--- src/rtl/button_repeat_ctrl.sv ---
// -----------------------------------------------------------------------------
// button_repeat_ctrl
//
// Turns two raw, bouncing push-button levels into clean one-cycle up/down
// command pulses for the counter datapath. Each button is synchronised
// (2 flops) and debounced independently. A small FSM then arbitrates between
// the buttons and generates hold-to-auto-repeat pulses.
//
// Ports:
//   clk           system clock
//   reset         synchronous, active-high reset
//   btn_up        raw up button (asynchronous, may bounce)
//   btn_down      raw down button (asynchronous, may bounce)
//   up_pulse      one-cycle increment command (registered)
//   down_pulse    one-cycle decrement command (registered)
//   repeat_active high while the FSM is auto-repeating (registered)
// -----------------------------------------------------------------------------
module button_repeat_ctrl #(
    parameter int DEBOUNCE_CYCLES = 1000,
    parameter int HOLD_CYCLES     = 50000,
    parameter int REPEAT_CYCLES   = 10000,
    parameter int CNT_W           = 20
) (
    input  logic clk,
    input  logic reset,
    input  logic btn_up,
    input  logic btn_down,
    output logic up_pulse,
    output logic down_pulse,
    output logic repeat_active
);

    typedef enum logic [1:0] {IDLE, HELD, REPEAT, LOCKOUT} state_t;
    typedef enum logic {DIR_UP, DIR_DOWN} dir_t;

    localparam logic [CNT_W-1:0] DB_LAST     = CNT_W'(DEBOUNCE_CYCLES - 1);
    localparam logic [CNT_W-1:0] HOLD_LAST   = CNT_W'(HOLD_CYCLES - 1);
    localparam logic [CNT_W-1:0] REPEAT_LAST = CNT_W'(REPEAT_CYCLES - 1);
    localparam logic [CNT_W-1:0] CNT_ONE     = CNT_W'(1);

    // Bit 0 = up button, bit 1 = down button throughout.
    logic [1:0]       btn_raw;
    logic [1:0]       sync1, sync2;
    logic [1:0]       deb;
    logic [CNT_W-1:0] db_cnt [2];

    state_t           state, state_next;
    dir_t             dir, dir_next;
    logic [CNT_W-1:0] timer, timer_next, timer_last;
    logic             own_lvl, other_lvl;
    logic             emit_up, emit_dn;
    logic [1:0]       emit_q;

    assign btn_raw = {btn_down, btn_up};

    // NOTE: sequential state uses non-blocking assignments so every flop
    // samples the pre-edge value of its neighbours, regardless of block order.
    always_ff @(posedge clk) begin
        if (reset) begin
            sync1 <= '0;
            sync2 <= '0;
        end else begin
            sync1 <= btn_raw;
            sync2 <= sync1;
        end
    end

    // Debounce: count consecutive cycles where the synced level disagrees
    // with the debounced level; flip once DEBOUNCE_CYCLES disagreements in a
    // row have been seen. Any agreement restarts the count.
    always_ff @(posedge clk) begin
        if (reset) begin
            deb <= '0;
            for (int i = 0; i < 2; i++) db_cnt[i] <= '0;
        end else begin
            for (int i = 0; i < 2; i++) begin
                if (sync2[i] == deb[i]) begin
                    db_cnt[i] <= '0;
                end else if (db_cnt[i] == DB_LAST) begin
                    deb[i]    <= ~deb[i];
                    db_cnt[i] <= '0;
                end else begin
                    db_cnt[i] <= db_cnt[i] + CNT_ONE;
                end
            end
        end
    end

    assign own_lvl    = (dir == DIR_UP) ? deb[0] : deb[1];
    assign other_lvl  = (dir == DIR_UP) ? deb[1] : deb[0];
    assign timer_last = (state == HELD) ? HOLD_LAST : REPEAT_LAST;

    // FSM state register. emit_q adds one stage between the decision and the
    // output flops, which sets the press-to-pulse latency to DEBOUNCE_CYCLES+3.
    always_ff @(posedge clk) begin
        if (reset) begin
            state  <= IDLE;
            dir    <= DIR_UP;
            timer  <= '0;
            emit_q <= '0;
        end else begin
            state  <= state_next;
            dir    <= dir_next;
            timer  <= timer_next;
            emit_q <= {emit_dn, emit_up};
        end
    end

    // Next-state logic. Within HELD/REPEAT the priority is release, then
    // lockout by the other button, then timer expiry.
    // NOTE: every variable gets a default first so no path leaves it
    // unassigned, which would otherwise infer a latch.
    always_comb begin
        state_next = state;
        dir_next   = dir;
        timer_next = timer;
        unique case (state)
            IDLE: begin
                timer_next = '0;
                if (deb == 2'b11) begin
                    state_next = LOCKOUT;
                end else if (deb == 2'b01) begin
                    state_next = HELD;
                    dir_next   = DIR_UP;
                end else if (deb == 2'b10) begin
                    state_next = HELD;
                    dir_next   = DIR_DOWN;
                end
            end
            HELD, REPEAT: begin
                if (!own_lvl) begin
                    state_next = IDLE;
                    timer_next = '0;
                end else if (other_lvl) begin
                    state_next = LOCKOUT;
                    timer_next = '0;
                end else if (timer == timer_last) begin
                    state_next = REPEAT;
                    timer_next = '0;
                end else begin
                    timer_next = timer + CNT_ONE;
                end
            end
            LOCKOUT: begin
                // Only a full release of both buttons re-arms the FSM.
                if (deb == 2'b00) state_next = IDLE;
            end
            default: state_next = IDLE;
        endcase
    end

    // Pulse decisions: a fresh single press from IDLE, or a timer expiry that
    // is not pre-empted by release or lockout.
    always_comb begin
        emit_up = 1'b0;
        emit_dn = 1'b0;
        case (state)
            IDLE: begin
                emit_up = (deb == 2'b01);
                emit_dn = (deb == 2'b10);
            end
            HELD, REPEAT: begin
                if (own_lvl && !other_lvl && (timer == timer_last)) begin
                    emit_up = (dir == DIR_UP);
                    emit_dn = (dir == DIR_DOWN);
                end
            end
            default: ;
        endcase
    end

    always_ff @(posedge clk) begin
        if (reset) begin
            up_pulse      <= 1'b0;
            down_pulse    <= 1'b0;
            repeat_active <= 1'b0;
        end else begin
            up_pulse      <= emit_q[0];
            down_pulse    <= emit_q[1];
            repeat_active <= (state == REPEAT);
        end
    end

endmodule

--- config.mk ---
export PLATFORM = sky130hd
export DESIGN_NAME = button_repeat_ctrl
export DESIGN_NICKNAME = d
export VERILOG_FILES = /design/src/rtl/button_repeat_ctrl.sv
export SDC_FILE = /design/constraint.sdc
export NUM_CORES = 1
export LEC_CHECK = 0
export CAP_MARGIN = 20
export CORE_MARGIN = 2
export CORE_UTILIZATION = 55
export CTS_CLUSTER_SIZE = 14
export DETAILED_ROUTE_END_ITERATION = 10
export PLACE_DENSITY = 0.75
export SYNTH_ARGS = -nofsm -noshare
export SYNTH_HDL_FRONTEND = slang
export SYNTH_SLANG_ARGS = --single-unit
--- constraint.sdc ---
create_clock -name clk -period 2.5 [get_ports clk]
set_clock_uncertainty 0.05 [all_clocks]
set_input_delay 0.25 -clock clk [delete_from_list [all_inputs] [get_ports clk]]
set_output_delay 0.25 -clock clk [all_outputs]
set_load 0.1 [all_outputs]
==> results of run 1 <==
[power groups by stage]
stage	combinational, W	clock [W]	sequential, W
global route	0.000275	0.000957	0.00137
detailed placement	0.000247	0	0.00139
finish	0.000248	0.000881	0.00137
CTS	0.000248	0.000910	0.00137
global placement	0.000243	0	0.00139
floorplan	0.000172	0	0.00141
[critical path, delay by kind of cell (launching register included)]
| family | cells | cell delay, ns |
|---|---|---|
| AND/OR/NAND/NOR | 5 | 1.21 |
| flip-flops | 1 | 0.43 |
| buffers and inverters | 1 | 0.22 |
[sequential cells by signal, indices dropped and copies added (netlist names)]
signal	cells
db_cnt	40
timer	20
deb	2
emit_q	2
state	2
sync1	2
sync2	2
dir	1
down_pulse	1
repeat_active	1
up_pulse	1
[layout make-up]
class,count,area [µm²]
fillers,572,2470
multi-input cells,325,1960
flip-flops and latches,74,1880
clock buffers,12,156
well taps,80,100
repair buffers,11,90.1
inverters,17,63.8
clock inverters,4,33.8
[stage by stage]
stage / instances / utilization [%] / hold WS, ns / total power, W / setup WS, ns
after floorplan: 425 / - / 0.328 / 0.00158 / 0.619
after global placement: 507 / 60.7 / 0.370 / 0.00163 / 0.383
after detailed placement: 507 / 60.7 / 0.370 / 0.00164 / 0.354
after CTS: 523 / 63.5 / 0.385 / 0.00252 / 0.337
after global routing: 523 / 63.5 / 0.397 / 0.00261 / 0.128
final: 523 / 63.5 / 0.389 / 0.00249 / 0.352
[routing by layer]
layer	vias up	global-route usage, %	share of wire [%]
met1	1268	24.8	49
met3	10	4.83	2.5
met4	0	6.71	1.8
li1	1408	-	-
met2	23	31.4	47
met5	-	0	0
[worst paths after layout]
check / from / end / slack (ns)
max: db_cnt[1][6] / db_cnt[1][7] / 0.35
max reg2reg: db_cnt[1][6] / db_cnt[1][7] / 0.35
min reg2reg: sync1[0] / sync2[0] / 0.39
min: sync1[0] / sync2[0] / 0.39
[cells in the final DEF, fill, tap and decap left out, types with 8 or more instances in the layout]
master / n
ha_1: 11
clkbuf_8: 9
nor2b_1: 11
inv_1: 17
dfxtp_1: 34
nor4_1: 10
conb_1: 40
xnor2_1: 33
nand3_1: 13
nor2_1: 73
buf_4: 8
xor2_1: 20
nand4_1: 14
edfxtp_1: 40
nand2_1: 27
a21oi_1: 8
nor3_1: 14
[logic make-up (layout without fill, tap and decap cells)]
| group | after synthesis | in the layout |
|---|---|---|
| other | 1 | 40 |
| muxes | 3 | 3 |
| and+or+nand+nor | 195 | 195 |
| AOI/OAI and AO/OA | 23 | 23 |
| xor gates and xnor gates | 53 | 53 |
| adders and majority gates | 11 | 11 |
| DFF | 74 | 74 |
| buffers and inverters | 26 | 44 |
==> summary.md, run 1 <==
| Metric | Value |
|---|---|
| Arr. time, crit path | approximately 2.2 ns |
| H-tree depth | 3 |
| Worst-margin pin slew | roughly 0.54 ns |
| Fin. max-slew vios | 0 |
| Flop pwr share | roughly 55% |
| Main combinational cell family by area after synthesis | simple AND/OR/NAND/NOR gates |
| Final #Nets | between 400 and 500 |
| Kind of critical path | reg2reg |
| Clock Tree Buf Depth | 2 |
| Total CTS buffers | 9 |
| CP startpoint kind | flop |
| Setup crit end kind | flop |
| Hold Path Class | reg2reg |
| Worst path required time | roughly 2.6 ns |
| ANT nets after route | 0 |
| Vias | ~2,700 |
| Yosys warns | 0 |
| Worst reg-to-reg path cell count | 6 |
| P&R area growth vs syn | 12.6% |
| Synth cell types | 44 |
| Maximum clock rate | approximately 0.47 GHz |
| Pleak | 1.43 nW |
| Fin crit share | between 80% and 90% |
| Drt wl/cell | ~12 µm |
| Initial antenna violation count | 0 |
| Port bufs | 6 |
| CTS tree | yes |
| Die H | ~87 µm |
| Layout cells sized above 1 | between 6 and 7% |
| Clock Power Share | 35.3% |
| Switch share | about 26% |
| Top cells by count, synth | nor2_1, edfxtp_1, dfxtp_1 |
| Mapped Cells | between 300 and 400 |
| Status | finished, final reports clean |
| GPL Wtd Cong | ~0.84 |
| Post-Synthesis Cell Area | 3810 µm² |
| Seq cells post-synth | 74 |
| Setup TNS | 0 ns |
| Worst Hold Depth | 1 |
| Post-synthesis simple-gate area fraction | between 20% and 30% |
| All-layer global routing usage | a little under a fifth |
| Post-Synth Adder-Cell Area | under 10% |
| Total wire length | around 6400 µm |
| Worst-skew pair later-pin latency | 0.35 ns |
| Main flop type after synthesis | edfxtp_1 |
| Via density | ~5.2 |
| Post-synth EDFFs | 40 |
| Vias in the first global route | around 2,600 |
| Post-DP HPWL | roughly 4600 µm |
| Crit-path max cell delay | 0.43 ns |
| Mux cell area share after synthesis | 0.788% |
| Power per cell area | 581 nW/µm² |
| Register area share after synthesis | 49.4% |
| Worst vdd ir | approximately 0.00045 V |
| Relative slew margins | approximately 64% |
| Final Cell Area | 4290 µm² |
| Top post-synthesis cells by area | edfxtp_1, dfxtp_1, xnor2_1 |
| Gate power share | 9.9% |
| Antenna cells | 0 |
| Cell Chain, Critical Path | and4_1 > nor4bb_1 > and4_1 > or3_1 > buf_4 > nor2_1 |
| Final setup violation count | 0 |
| # hold bufs at CTS | 0 |
| Most frequent cell after synthesis | nor2_1 |
| Critical Path Fanout Max | 8 |
| TritonRoute pass-1 iters | 4 |
| First-pass GRT wire length | around 11,000 µm |
| Initial core utilization | roughly 56% |
| Async SR Flop Fraction | 0% |
| Post-CTS Resized | 0 |
| # DRC | 0 |
| Final hold viol count | 0 |
| Mapped Avg Cell Area | around 9.9 µm² |
| Post-CTS setup buffer count | 0 |
| Dpl cell area | a little over 4000 µm² |
| IO Count | 7 |
| Net Switching | between 0.0006 and 0.0007 W |
| Synth Area in Compound Gates | 5.06% |
| Yosys top cell by area | edfxtp_1 |
| Synth Area in XOR/XNOR | between 10% and 20% |
| Die area | 7610 µm² |
| Final min period | between 2 and 2.5 ns |
| Core area | a little under 7000 µm² |
| Initial drt markers | between 100 and 150 |
| Crit path top cell by count | and4_1 |
| Cell Int Power | around 0.0019 W |
| CTS root buffer | clkbuf_8 |
| Rows | 30 |
| CTS clock-pin slew for the worst setup and hold paths | about 0.080 ns |
| Die X | 87.2 µm |
| Maximum number of pins on one net before global-route repair | 20 |
| RSZ-0062 raised after global routing | no |
| Max-cap violations | 0 |
| CTS Sinks | between 70 and 80 |
| Total gr overflow | 0 |
| Share of the synthesized area in the top cell type | approximately a third |
| Critical path's slowest cell | edfxtp_1 |
(Power assumes the default switching activity.)
==> inputs of run 2 (changes only) <==
Settings changed: CORE_ASPECT_RATIO from default to 0.5.
==> run 2 against run 1 <==
Global-route usage rose by 1.4 points. Core utilization grew 2.8 points. Sequential cell count is the same. Setup slack improved by 0.0049 ns. Critical path type unchanged. Cell area is 3.5% higher. Sequential power barely moved. Sequential share of layout area decreased by 1.5 points. Non-clock buffer count fell by 1. Via count grew 2.5%. Wire length is 6.4% higher. Register-to-register slack hardly changed. Count of clock-buffer cells in the layout unchanged.
==> summary.md, run 2 (synthesis results as in run 1) <==
| Metric | Value |
|---|---|
| Vias | between 2,000 and 3,000 |
| Cell Int Power | 0.00232 W |
| Max reg flops | 40 |
| CP bufs+invs | 0 |
| Vias in the first global route | ~2,900 |
| Final #Nets | around 450 |
| Switch share | 22.9% |
| Clock Power Share | a little under half |
| Pleak | about 1.5 nW |
| TritonRoute pass-1 iters | 4 |
| Max-cap violations | 0 |
| Post-DP HPWL | 4770 µm |
| Die X | approximately 120 µm |
| Placed cells | 518 |
| Most flop-heavy register | db_cnt |
| IO Count | 7 |
| Total Power | about 0.003 W |
| Critical Path Fanout Max | 8 |
| Post-CTS setup buffer count | 0 |
| Initial core utilization | a little under three fifths |
| All-layer global routing usage | between 20% and 30% |
| # DRC | 0 |
| Relative slew margins | 55.7% |
| CTS clock-pin slew for the worst setup and hold paths | roughly 0.06 ns |
| Setup WS pre-CTS | between 0.4 and 0.5 ns |
| Port bufs | 6 |
| GPL Wtd Cong | just over 0.9 |
| Final non-filler cell total | between 500 and 600 |
| Maximum number of pins on one net before global-route repair | 21 |
| Critical path's slowest cell | o31ai_4 |
| Initial drt markers | between 150 and 200 |
| Setup crit end kind | flop |
| Worst-skew pair later-pin latency | between 0.3 and 0.4 ns |
| CTS tree | yes |
| Initial antenna violation count | 0 |
| CTS Sinks | 74 |
| Post-CTS Resized | 0 |
| Worst vdd ir | around 0.00043 V |
| Status | finished, final reports clean |
| First-pass GRT wire length | ~12,000 µm |
| Crit. path cell count | 6 |
| Arr. time, crit path | 2.32 ns |
| Layout cells sized above 1 | under 10% |
| Worst reg-to-reg path cell count | 6 |
| CP startpoint kind | flop |
| Core area | 6700 µm² |
| Maximum clock rate | about 0.47 GHz |
| ANT nets after route | 0 |
| # hold bufs at CTS | 0 |
| Net Switching | 0.000689 W |
| Fin crit share | ~86% |
| Flop pwr share | a little under half |
| Fin. max-slew vios | 0 |
| Worst Hold Depth | 1 |
| Most common cell after layout, fill and taps aside | nor2_1 |
| Dpl cell area | around 4100 µm² |
| H-tree depth | 3 |
| Final min period | 2.14 ns |
| Crit-path max cell delay | 0.44 ns |
| Commonest cells after routing, fill and taps aside | nor2_1, edfxtp_1, conb_1, dfxtp_1, xnor2_1 |
| Final hold viol count | 0 |
| Worst path required time | 2.68 ns |
| Cell Chain, Critical Path | ha_1 > nand3_1 > a211o_1 > o31ai_4 > a21oi_1 > a311oi_1 |
| P&R area growth vs syn | 16.6% |
| Final Cell Area | 4440 µm² |
| Worst-margin pin slew | between 0.6 and 0.7 ns |
| Rows | 21 |
| Clock Tree Buf Depth | 2 |
| Setup TNS | 0 ns |
| Total CTS buffers | 9 |
| Via density | 5.20 |
| Power per cell area | 678 nW/µm² |
| Gate power share | 8.3% |
| Antenna cells | 0 |
| Hold Path Class | reg2reg |
| Kind of critical path | reg2reg |
| Fin worst setup slack | about 0.36 ns |
| CTS root buffer | clkbuf_16 |
| Drt wl/cell | 12.7 µm |
| Total gr overflow | 0 |
| Biggest regs | db_cnt x40, timer x20 |
| Final setup violation count | 0 |
| Die area | roughly 7600 µm² |
| RSZ-0062 raised after global routing | no |
| CP delay by family, top | compound AO/OA/AOI/OAI gates |
| Die H | between 60 and 70 µm |
| Total wire length | between 6000 and 7000 µm |
## run 2: changes by cell type in the layout (fill, tap and decap cells not counted), sizes merged
cell and delta:
bufinv +1, inv -1, buf -1
## run 2: worst paths after layout
check / startpoint / endpoint / slack (ns)
setup reg to reg: timer[0] / state[1] / 0.36
hold reg to reg: sync1[1] / sync2[1] / 0.40
setup / recovery: timer[0] / state[1] / 0.36
hold / removal: sync1[1] / sync2[1] / 0.40
## run 2: per-stage QoR
stage	util (%)	hold WS, ns
floorplan	-	0.328
global placement	61.3	0.367
detailed placement	61.3	0.382
CTS	66.3	0.396
global route	66.3	0.408
finish	66.3	0.395
## run 2: layout make-up
cell class | instances | area [µm²]
clock buffer | 12 | 279
clock inverter | 4 | 55.1
fill | 542 | 2260
inverter | 17 | 63.8
multi-input combinational | 325 | 1960
sequential | 74 | 1880
tap | 92 | 115
timing repair buffer | 10 | 82.6
## run 2: layer usage
metal	share of wire [%]	GRT usage, %	routed length, µm	vias to the layer above
li1	-	-	-	1411
met1	46	24.5	3120	1308
met2	48	34.2	3280	47
met3	3.9	6.66	267	12
met4	1.7	9.05	116	0
met5	0	0	0	-
## run 2: power groups by stage
stage | registers [W] | logic [W] | clock network (W)
final | 0.00137 | 0.000250 | 0.00139
after floorplan | 0.00141 | 0.000172 | 0
after detailed placement | 0.00139 | 0.000242 | 0
after CTS | 0.00137 | 0.000246 | 0.00143
after global placement | 0.00139 | 0.000236 | 0
after global routing | 0.00137 | 0.000275 | 0.00147
